File: src/rtl/prog_loader.sv
// prog_loader: serial (8N1) program loader for the CPU's external write port.
// The host sends a count header N, then N program bytes. The loader writes
// those bytes to memory addresses 0..N-1 and holds the CPU in reset until the
// load is complete.
// Optional feature macro: CHECKSUM_EN. When it is defined, the data is followed
// by one checksum byte equal to (N + sum of data bytes) mod 256.
// Keep ADDR_W <= 7. N is a single byte, so larger depths could never be filled.
module prog_loader #(
   parameter int CLKS_PER_BIT = 16,
   parameter int ADDR_W       = 5
) (
   input  logic              clk,
   input  logic              rst,
   input  logic              rxd,
   output logic              ewr,
   output logic [ADDR_W-1:0] ead,
   output logic [7:0]        edat,
   output logic              cpu_rstreq,
   output logic              busy,
   output logic              done,
   output logic              err
);

   localparam int DEPTH = 2 ** ADDR_W;
   localparam int CNT_W = $clog2(CLKS_PER_BIT);
   localparam logic [CNT_W-1:0] HALF_LAST = CNT_W'(CLKS_PER_BIT / 2 - 1);
   localparam logic [CNT_W-1:0] BIT_LAST  = CNT_W'(CLKS_PER_BIT - 1);

   // ---------------------------------------------------------------
   // Receiver
   // ---------------------------------------------------------------
   typedef enum logic [1:0] {RX_IDLE, RX_START, RX_BITS, RX_STOP} rx_state_t;

   rx_state_t        rx_state_reg, rx_state_next;
   logic             rx_s1_reg, rx_s2_reg, rx_prev_reg;
   logic [CNT_W-1:0] cnt_reg, cnt_next;
   logic [2:0]       bit_idx_reg, bit_idx_next;
   logic [7:0]       shift_reg, shift_next;
   logic             start_ok, byte_valid, frame_err;

   // The synchronizer and the previous-sample flop reset low. After reset, a
   // start edge can only be seen once the line has first been observed high.
   always_ff @(posedge clk or posedge rst) begin
      if (rst) begin
         rx_s1_reg   <= 1'b0;
         rx_s2_reg   <= 1'b0;
         rx_prev_reg <= 1'b0;
      end else begin
         rx_s1_reg   <= rxd;
         rx_s2_reg   <= rx_s1_reg;
         rx_prev_reg <= rx_s2_reg;
      end
   end

   // Receiver state, bit-timing counter and shift register.
   always_ff @(posedge clk or posedge rst) begin
      if (rst) begin
         rx_state_reg <= RX_IDLE;
         cnt_reg      <= '0;
         bit_idx_reg  <= '0;
         shift_reg    <= '0;
      end else begin
         rx_state_reg <= rx_state_next;
         cnt_reg      <= cnt_next;
         bit_idx_reg  <= bit_idx_next;
         shift_reg    <= shift_next;
      end
   end

   // Frame decoding. The start bit is re-checked at mid-bit. The data bits and
   // the stop bit are then sampled once per bit period, at mid-bit.
   always_comb begin
      rx_state_next = rx_state_reg;
      cnt_next      = cnt_reg;
      bit_idx_next  = bit_idx_reg;
      shift_next    = shift_reg;
      start_ok      = 1'b0;
      byte_valid    = 1'b0;
      frame_err     = 1'b0;
      case (rx_state_reg)
         RX_IDLE: begin
            if (rx_prev_reg && !rx_s2_reg) begin
               rx_state_next = RX_START;
               cnt_next      = '0;
            end
         end
         RX_START: begin
            if (cnt_reg == HALF_LAST) begin
               cnt_next = '0;
               if (rx_s2_reg) begin
                  rx_state_next = RX_IDLE;      // glitch: not a real start bit
               end else begin
                  rx_state_next = RX_BITS;
                  bit_idx_next  = '0;
                  start_ok      = 1'b1;
               end
            end else begin
               cnt_next = cnt_reg + 1'b1;
            end
         end
         RX_BITS: begin
            if (cnt_reg == BIT_LAST) begin
               cnt_next   = '0;
               shift_next = {rx_s2_reg, shift_reg[7:1]};
               if (bit_idx_reg == 3'd7) rx_state_next = RX_STOP;
               else                     bit_idx_next  = bit_idx_reg + 1'b1;
            end else begin
               cnt_next = cnt_reg + 1'b1;
            end
         end
         RX_STOP: begin
            if (cnt_reg == BIT_LAST) begin
               cnt_next      = '0;
               rx_state_next = RX_IDLE;
               if (rx_s2_reg) byte_valid = 1'b1;
               else           frame_err  = 1'b1;
            end else begin
               cnt_next = cnt_reg + 1'b1;
            end
         end
         default: rx_state_next = RX_IDLE;
      endcase
   end

   // ---------------------------------------------------------------
   // Load sequencer
   // ---------------------------------------------------------------
   typedef enum logic [2:0] {
      S_HDR,
      S_DATA,
`ifdef CHECKSUM_EN
      S_CHK,
`endif
      S_DONE,
      S_ERR
   } state_t;

   state_t            state_reg, state_next;
   logic [ADDR_W:0]   n_reg, n_next;
   logic [ADDR_W-1:0] addr_reg, addr_next;
   logic              ewr_reg, ewr_next;
   logic [ADDR_W-1:0] ead_reg, ead_next;
   logic [7:0]        edat_reg, edat_next;
   logic              busy_reg, busy_next;
   logic              rstreq_reg, rstreq_next;
   logic              last_write;
`ifdef CHECKSUM_EN
   logic [7:0]        sum_reg, sum_next;
`endif

   assign last_write = ({1'b0, addr_reg} == (n_reg - (ADDR_W+1)'(1)));

   // Sequencer state and all registered outputs.
   always_ff @(posedge clk or posedge rst) begin
      if (rst) begin
         state_reg  <= S_HDR;
         n_reg      <= '0;
         addr_reg   <= '0;
         ewr_reg    <= 1'b0;
         ead_reg    <= '0;
         edat_reg   <= '0;
         busy_reg   <= 1'b0;
         rstreq_reg <= 1'b1;
`ifdef CHECKSUM_EN
         sum_reg    <= '0;
`endif
      end else begin
         state_reg  <= state_next;
         n_reg      <= n_next;
         addr_reg   <= addr_next;
         ewr_reg    <= ewr_next;
         ead_reg    <= ead_next;
         edat_reg   <= edat_next;
         busy_reg   <= busy_next;
         rstreq_reg <= rstreq_next;
`ifdef CHECKSUM_EN
         sum_reg    <= sum_next;
`endif
      end
   end

   // Header check, one write per data byte, then completion or error.
   // The write strobe is a single cycle. Address and data hold afterwards.
   always_comb begin
      state_next  = state_reg;
      n_next      = n_reg;
      addr_next   = addr_reg;
      ewr_next    = 1'b0;
      ead_next    = ead_reg;
      edat_next   = edat_reg;
      busy_next   = busy_reg;
      rstreq_next = (state_reg != S_DONE);   // falls one cycle after DONE is entered
`ifdef CHECKSUM_EN
      sum_next    = sum_reg;
`endif
      case (state_reg)
         S_HDR: begin
            if (start_ok) busy_next = 1'b1;
            if (frame_err) begin
               state_next = S_ERR;
               busy_next  = 1'b0;
            end else if (byte_valid) begin
               if (shift_reg == 8'd0 || {1'b0, shift_reg} > 9'(DEPTH)) begin
                  state_next = S_ERR;
                  busy_next  = 1'b0;
               end else begin
                  n_next     = shift_reg[ADDR_W:0];
                  addr_next  = '0;
                  state_next = S_DATA;
`ifdef CHECKSUM_EN
                  sum_next   = shift_reg;
`endif
               end
            end
         end
         S_DATA: begin
            if (frame_err) begin
               state_next = S_ERR;
               busy_next  = 1'b0;
            end else if (byte_valid) begin
               ewr_next  = 1'b1;
               ead_next  = addr_reg;
               edat_next = shift_reg;
`ifdef CHECKSUM_EN
               sum_next  = sum_reg + shift_reg;
`endif
               if (last_write) begin
`ifdef CHECKSUM_EN
                  state_next = S_CHK;
`else
                  state_next = S_DONE;
                  busy_next  = 1'b0;
`endif
               end else begin
                  addr_next = addr_reg + 1'b1;
               end
            end
         end
`ifdef CHECKSUM_EN
         S_CHK: begin
            if (frame_err) begin
               state_next = S_ERR;
               busy_next  = 1'b0;
            end else if (byte_valid) begin
               state_next = (shift_reg == sum_reg) ? S_DONE : S_ERR;
               busy_next  = 1'b0;
            end
         end
`endif
         S_DONE: ;
         S_ERR:  ;
         default: begin
            state_next = S_ERR;
            busy_next  = 1'b0;
         end
      endcase
   end

   assign ewr        = ewr_reg;
   assign ead        = ead_reg;
   assign edat       = edat_reg;
   assign cpu_rstreq = rstreq_reg;
   assign busy       = busy_reg;
   assign done       = (state_reg == S_DONE);
   assign err        = (state_reg == S_ERR);

endmodule

File: config.mk
export PLATFORM = sky130hd
export DESIGN_NAME = prog_loader
export DESIGN_NICKNAME = d
export VERILOG_FILES = /design/src/rtl/prog_loader.sv
export SDC_FILE = /design/constraint.sdc
export NUM_CORES = 1
export LEC_CHECK = 0
export ABC_CLOCK_PERIOD_IN_PS = 2350
export CORE_MARGIN = 3
export CORE_UTILIZATION = 35
export DETAILED_ROUTE_END_ITERATION = 16
export SETUP_SLACK_MARGIN = 0.2
export SLEW_MARGIN = 20
export SYNTH_ARGS = -nofsm -noshare
export SYNTH_HDL_FRONTEND = slang
export SYNTH_SLANG_ARGS = --single-unit
export TNS_END_PERCENT = 30
File: constraint.sdc
create_clock -name clk -period 2.35 [get_ports clk]
set_input_delay 0.3525 -clock clk [delete_from_list [all_inputs] [get_ports clk]]
set_output_delay 0.3525 -clock clk [all_outputs]
set_load 0.1 [all_outputs]
==> Word level (Yosys, flattened, before mapping) <==
Index checks and enable logic that the tools add are counted.
{ "word_totals": {"word_cells": 117, "inputBits": 3, "reg_bits": 50, "out_inout_bits": 18} }
{ "classes": {"eq_ne": 27, "n_mux": 49, "n_bitwise": 3, "magnitude_cmp": 1, "addsub": 4, "reduce_logical": 18} }
{ "ops": {"columns": ["op", "n"], "rows": [
  ["$mux W5", 6],
  ["$mux W3", 9],
  ["$ne A2 B2 Y1 const B", 13],
  ["$mux W1", 18],
  ["$mux W2", 7],
  ["$mux W4", 3],
  ["$pmux W4 S3", 1],
  ["$pmux W5 S2", 1],
  ["$reduce_and A5 Y1", 2],
  ["$ne A3 B3 Y1 const B", 3],
  ["$pmux W3 S3", 1],
  ["$gt A8 B6 Y1 const B", 1],
  ["$logic_not A8 Y1", 1],
  ["$pmux W2 S4", 1],
  ["$reduce_and A4 Y1", 2],
  ["$reduce_and A7 Y1", 1],
  ["$eq A3 B2 Y1 const B", 2],
  ["$eq A5 B6 Y1", 1],
  ["$pmux W3 S2", 1],
  ["$reduce_and A3 Y1", 2],
  ["$sub A6 B1 Y6 const B", 1],
  ["$add A5 B1 Y5 const B", 1],
  ["$add A4 B1 Y4 const B", 1],
  ["$eq A2 B2 Y1 const B", 2],
  ["17 further kinds", 21]
]} }

==> Logic depth before layout (Yosys ltp) <==
{ "depth": {"word_depth": 8, "ltp_mapped": 9, "ltp_nobuf": 8} }

==> Least setup slack after synthesis <==
No wires, ideal clock.
{ "synth_timing": {"kind": "register -> register", "startpoint": "reg n_reg[0]", "endpoint": "reg addr_reg[1]", "path_buffers": 1, "setup_ns": 0.067, "slack_ns": 0.488, "t_arrival_ns": 1.795, "period_less_slack_ns": 1.862, "stages_incl_launch_ff": 9, "path_cell_list": "dfrtp_1 > inv_1 > ha_1 > xnor2_1 > a311oi_1 > nand4_2 > buf_2 > o31ai_1 > a32o_1"} }
{ "synth_between": {"elab_chain_len": 4} }
{ "synth_rtl": {"columns": ["item", "line", "text"], "rows": [
  ["start: declaration", "139", "logic [ADDR_W:0] n_reg, n_next;"],
  ["start signal: assignment", "169", "n_reg <= n_next;"],
  ["$sub A6 B1 Y6", "151", "assign last_write = ({1'b0, addr_reg} == (n_reg - (ADDR_W+1)'(1)));"],
  ["$eq A5 B6 Y1", "151", null],
  ["$ne A2 B2 Y1 (no source line)", null, null],
  ["$reduce_and A7 Y1 (no source line)", null, null],
  ["end signal: assignment", "170", "addr_reg <= addr_next;"],
  ["end: declaration", "140", "logic [ADDR_W-1:0] addr_reg, addr_next;"]
]} }
No other way between the ends.
A chain may end at the register's enable or synchronous reset.

==> Final worst setup path <==
{ "layout_timing": {"startpoint": "reg cnt_reg[0]", "endpoint": "reg n_reg[2]"} }
{ "layout_between": {"elab_chain_len": 5, "elab_cells_between_ends": 7, "classes_between": "eq/ne (1); mux (4); bitwise (1); reduce/logical (1)"} }
{ "layout_rtl": {"columns": ["item", "line", "text"], "rows": [
  ["start: declaration", "36", "logic [CNT_W-1:0] cnt_reg, cnt_next;"],
  ["start signal: assignment", "64", "cnt_reg <= cnt_next;"],
  ["$eq A4 B4 Y1 *", "112", "if (cnt_reg == BIT_LAST) begin"],
  ["$mux W1", "112", null],
  ["$mux W1", "80", "case (rx_state_reg)"],
  ["$not A1 Y1 (no source line)", null, null],
  ["$reduce_and A4 Y1 (no source line) *", null, null]
]} }
Mark *: on every way between the ends. The rest lies on a longest branch, timed or not.

==> impl_metrics.ini <==
[layout]
nFillCells = 602
multi_input_area_sq_um = 1005
drive_gt1_frac = 0.2451
layout.nets = 260
antenna_cells = 0
areaGrowthSynthToFinish_pct = 18.63
regArea_sq_um = 1227

[timing]
fmax_ghz = 0.4996
fin_crit_sh = 0.8518
tightest_slew_ps = 484.5
drv_slew = 0
final-hold-violation-count = 0
relSlewSlack = 0.6736
rsz0062_at_grt = no
period_minus_slack_ps = 2002
finalSetupViolations = 0
skew_ps = 12.89
timing.setup.tns_ps = 0

[synth]
seq_area_frac_synth = 0.5390
avgSynthCellArea_sq_um = 10.26
synth_cells = 222
synth_top_flop_cell = dfrtp_1
syn_nets = 230
synth-warning-count = 0
synthDistinctLibCells = 44
synth_seq_cells = 49
netlist_area_sq_um = 2277
async_flop_share = 1.000
synth_edf_count = 0

[worst_setup_path]
reg2reg_slack_ps = 350
worst-path-max-fanout = 8
ff2ff_path_depth = 6
critical_path_class = register to register
crit_required_ps = 2550
critPathLaunchType = register
regToRegStartpoint = cnt_reg[0]
critPathArrivalTime_ps = 2200
r2r_end = n_reg[2]
cp-end-kind = register

[floorplanning]
fp-row-count = 28
die_w_um = 86.66
pin_count = 21
core_area_sq_um = 6096
dieHeight_um = 86.66
start_util = 0.3736
dieArea_sq_um = 7510

[detailed_routing]
first_pass_iters = 4
via_per_inst = 4.957
drtIter0Drc = 93
drt-total-wl_um = 4283
wire_per_inst_um = 13.06
drc_errors = 0
dr_total_vias = 1626
ant_nets = 0

[pwr]
power.leakage_nw = 1.379
power_density_nw_per_um2 = 617.2
power_w = 0.001667
peakVddDrop_mv = 0.4501

[clocking]
cts_made_buffers = 5
cts_tree = built
clkSinkCount = 49
cts.clk_slew.worst_paths_ps = 100
htree_levels = 2
cts_root_buf = clkbuf_8
insertion_delay_ps = 320
cts_hold_buffers = 0
clockBufferDepth = 2

[run]
max-cap-violations = 0

[outcome]
status = finished, final reports clean

[global_routing]
grt_pass1_vias = 1552
grt_max_degree = 30
grt_pass1_wl_um = 7348
antenna_found_initial = 0
grt_use_total = 0.1253
grt-ovfl-total = 0

[hold_path]
hold_path_class = primary input to asynchronous set/reset pin

[place]
io_buffer_count = 20
place.gp.congestion = 0.7593
hpwl_um = 2979
-- cells in the final DEF (no fill, tap or decap), types with 4 or more instances in the layout --
| cell | Yosys | layout |
|---|---|---|
| nand2_1 | 57 | 57 |
| dfrtp_1 | 48 | 48 |
| buf_4 | 0 | 27 |
| o21ai_0 | 13 | 13 |
| inv_1 | 9 | 8 |
| nor2_1 | 8 | 8 |
| mux2_2 | 8 | 8 |
| xnor2_1 | 6 | 6 |
| nand3_1 | 8 | 6 |
| clkbuf_8 | 0 | 6 |
| nor3_1 | 5 | 5 |
| mux2_4 | 4 | 4 |
| ha_1 | 5 | 4 |
-- kinds of logic (layout without fill, tap and decap cells) --
| kind of cell | Yosys count | in the layout | share of synthesized area |
|---|---|---|---|
| multiplexers | 15 | 15 | 0.07912 |
| flip-flops | 49 | 49 | 0.5390 |
| AND/OR/NAND/NOR | 96 | 96 | 0.1956 |
| XOR/XNOR | 9 | 9 | 0.03462 |
| buffers and inverters | 16 | 47 | 0.03187 |
| adder cells (fa/ha/maj) | 5 | 5 | 0.02747 |
| AO/OA/AOI/OAI | 32 | 32 | 0.09231 |
-- final cells by class --
| class | count | share of cell area |
|---|---|---|
| Sequential cell | 49 | 0.4544 |
| Multi-Input combinational cell | 157 | 0.3719 |
| Timing Repair Buffer | 30 | 0.08986 |
| Tap cell | 75 | 0.03474 |
| Clock buffer | 6 | 0.03057 |
| Inverter | 9 | 0.01251 |
| Clock inverter | 2 | 0.006021 |
-- worst max-delay path by stage --
stage	to	from	cells after the start	slack, ps
2_1_floorplan	addr_reg[1]	n_reg[0]	8	490
3_3_place_gp	n_reg[2]	cnt_reg[0]	6	270
3_5_place_dp	n_reg[2]	cnt_reg[0]	6	190
4_1_cts	addr_reg[1]	n_reg[0]	7	180
5_1_grt	addr_reg[1]	n_reg[0]	8	200
6_report	n_reg[2]	cnt_reg[0]	6	350
-- synth_stat cells, types with 2 or more instances --
library cell,instances,area [sq um]
o21ai_1,2,10.01
o21ai_0,13,65.06
mux2_2,8,90.09
xnor2_1,6,52.55
nand2b_1,2,12.51
mux2i_1,3,30.03
nor3_1,5,25.02
buf_2,4,20.02
mux2_4,4,60.06
dfrtp_1,48,1201
nand2_1,57,214.0
ha_1,5,62.56
clkbuf_1,2,7.510
a21o_1,2,15.01
a41o_1,2,20.02
or3_1,2,12.51
xor2_1,3,26.28
and3_1,3,18.77
a21oi_1,3,15.01
a32o_1,2,20.02
inv_1,9,33.78
nand3_1,8,40.04
nor2_1,8,30.03
-- per-stage QoR --
| stage | setup slack (ps) | instances | cell area [sq um] | hold WS (ps) | utilization |
|---|---|---|---|---|---|
| 2_1_floorplan | 487.9 | 222 | 2277 | 331.2 | - |
| 3_3_place_gp | 273.7 | 316 | 2545 | 333.4 | 0.4175 |
| 3_5_place_dp | 185.6 | 316 | 2545 | 334.7 | 0.4175 |
| 4_1_cts | 183.0 | 324 | 2645 | 357.4 | 0.4339 |
| 5_1_grt | 201.2 | 328 | 2701 | 368.6 | 0.4431 |
| 6_report | 348.3 | 328 | 2701 | 356.5 | 0.4431 |
-- power breakdown --
part	internal [W]	leakage [nW]	total, W	switching (W)
clock	0.000243	0.0478	0.000548	0.000305
sequential	0.000883	0.669	0.000940	0.0000577
combinational	0.0000753	0.662	0.000179	0.000104
total	0.00120	1.38	0.00167	0.000467
-- metal layers --
layer / share of wire / track usage
met5: 0 / 0
met4: 0.018 / 0.04674
met3: 0.044 / 0.03897
met2: 0.43 / 0.1857
met1: 0.50 / 0.1721
-- timing repair --
item | CTS | global route
pin swaps | 0 | 2
buffers inserted | 0 | 4
resized for setup | 1 | 6
setup endpoints to repair | 5 | 25
-- critical path: stages, from the launching register on --
cell     delay (ps)
dfrtp_1         400
ha_2            250
nand3_2         140
nor3_4          200
nand2_1         140
and4b_4         440
mux2_4          310
No activity file was read; power rests on OpenSTA's default activity.
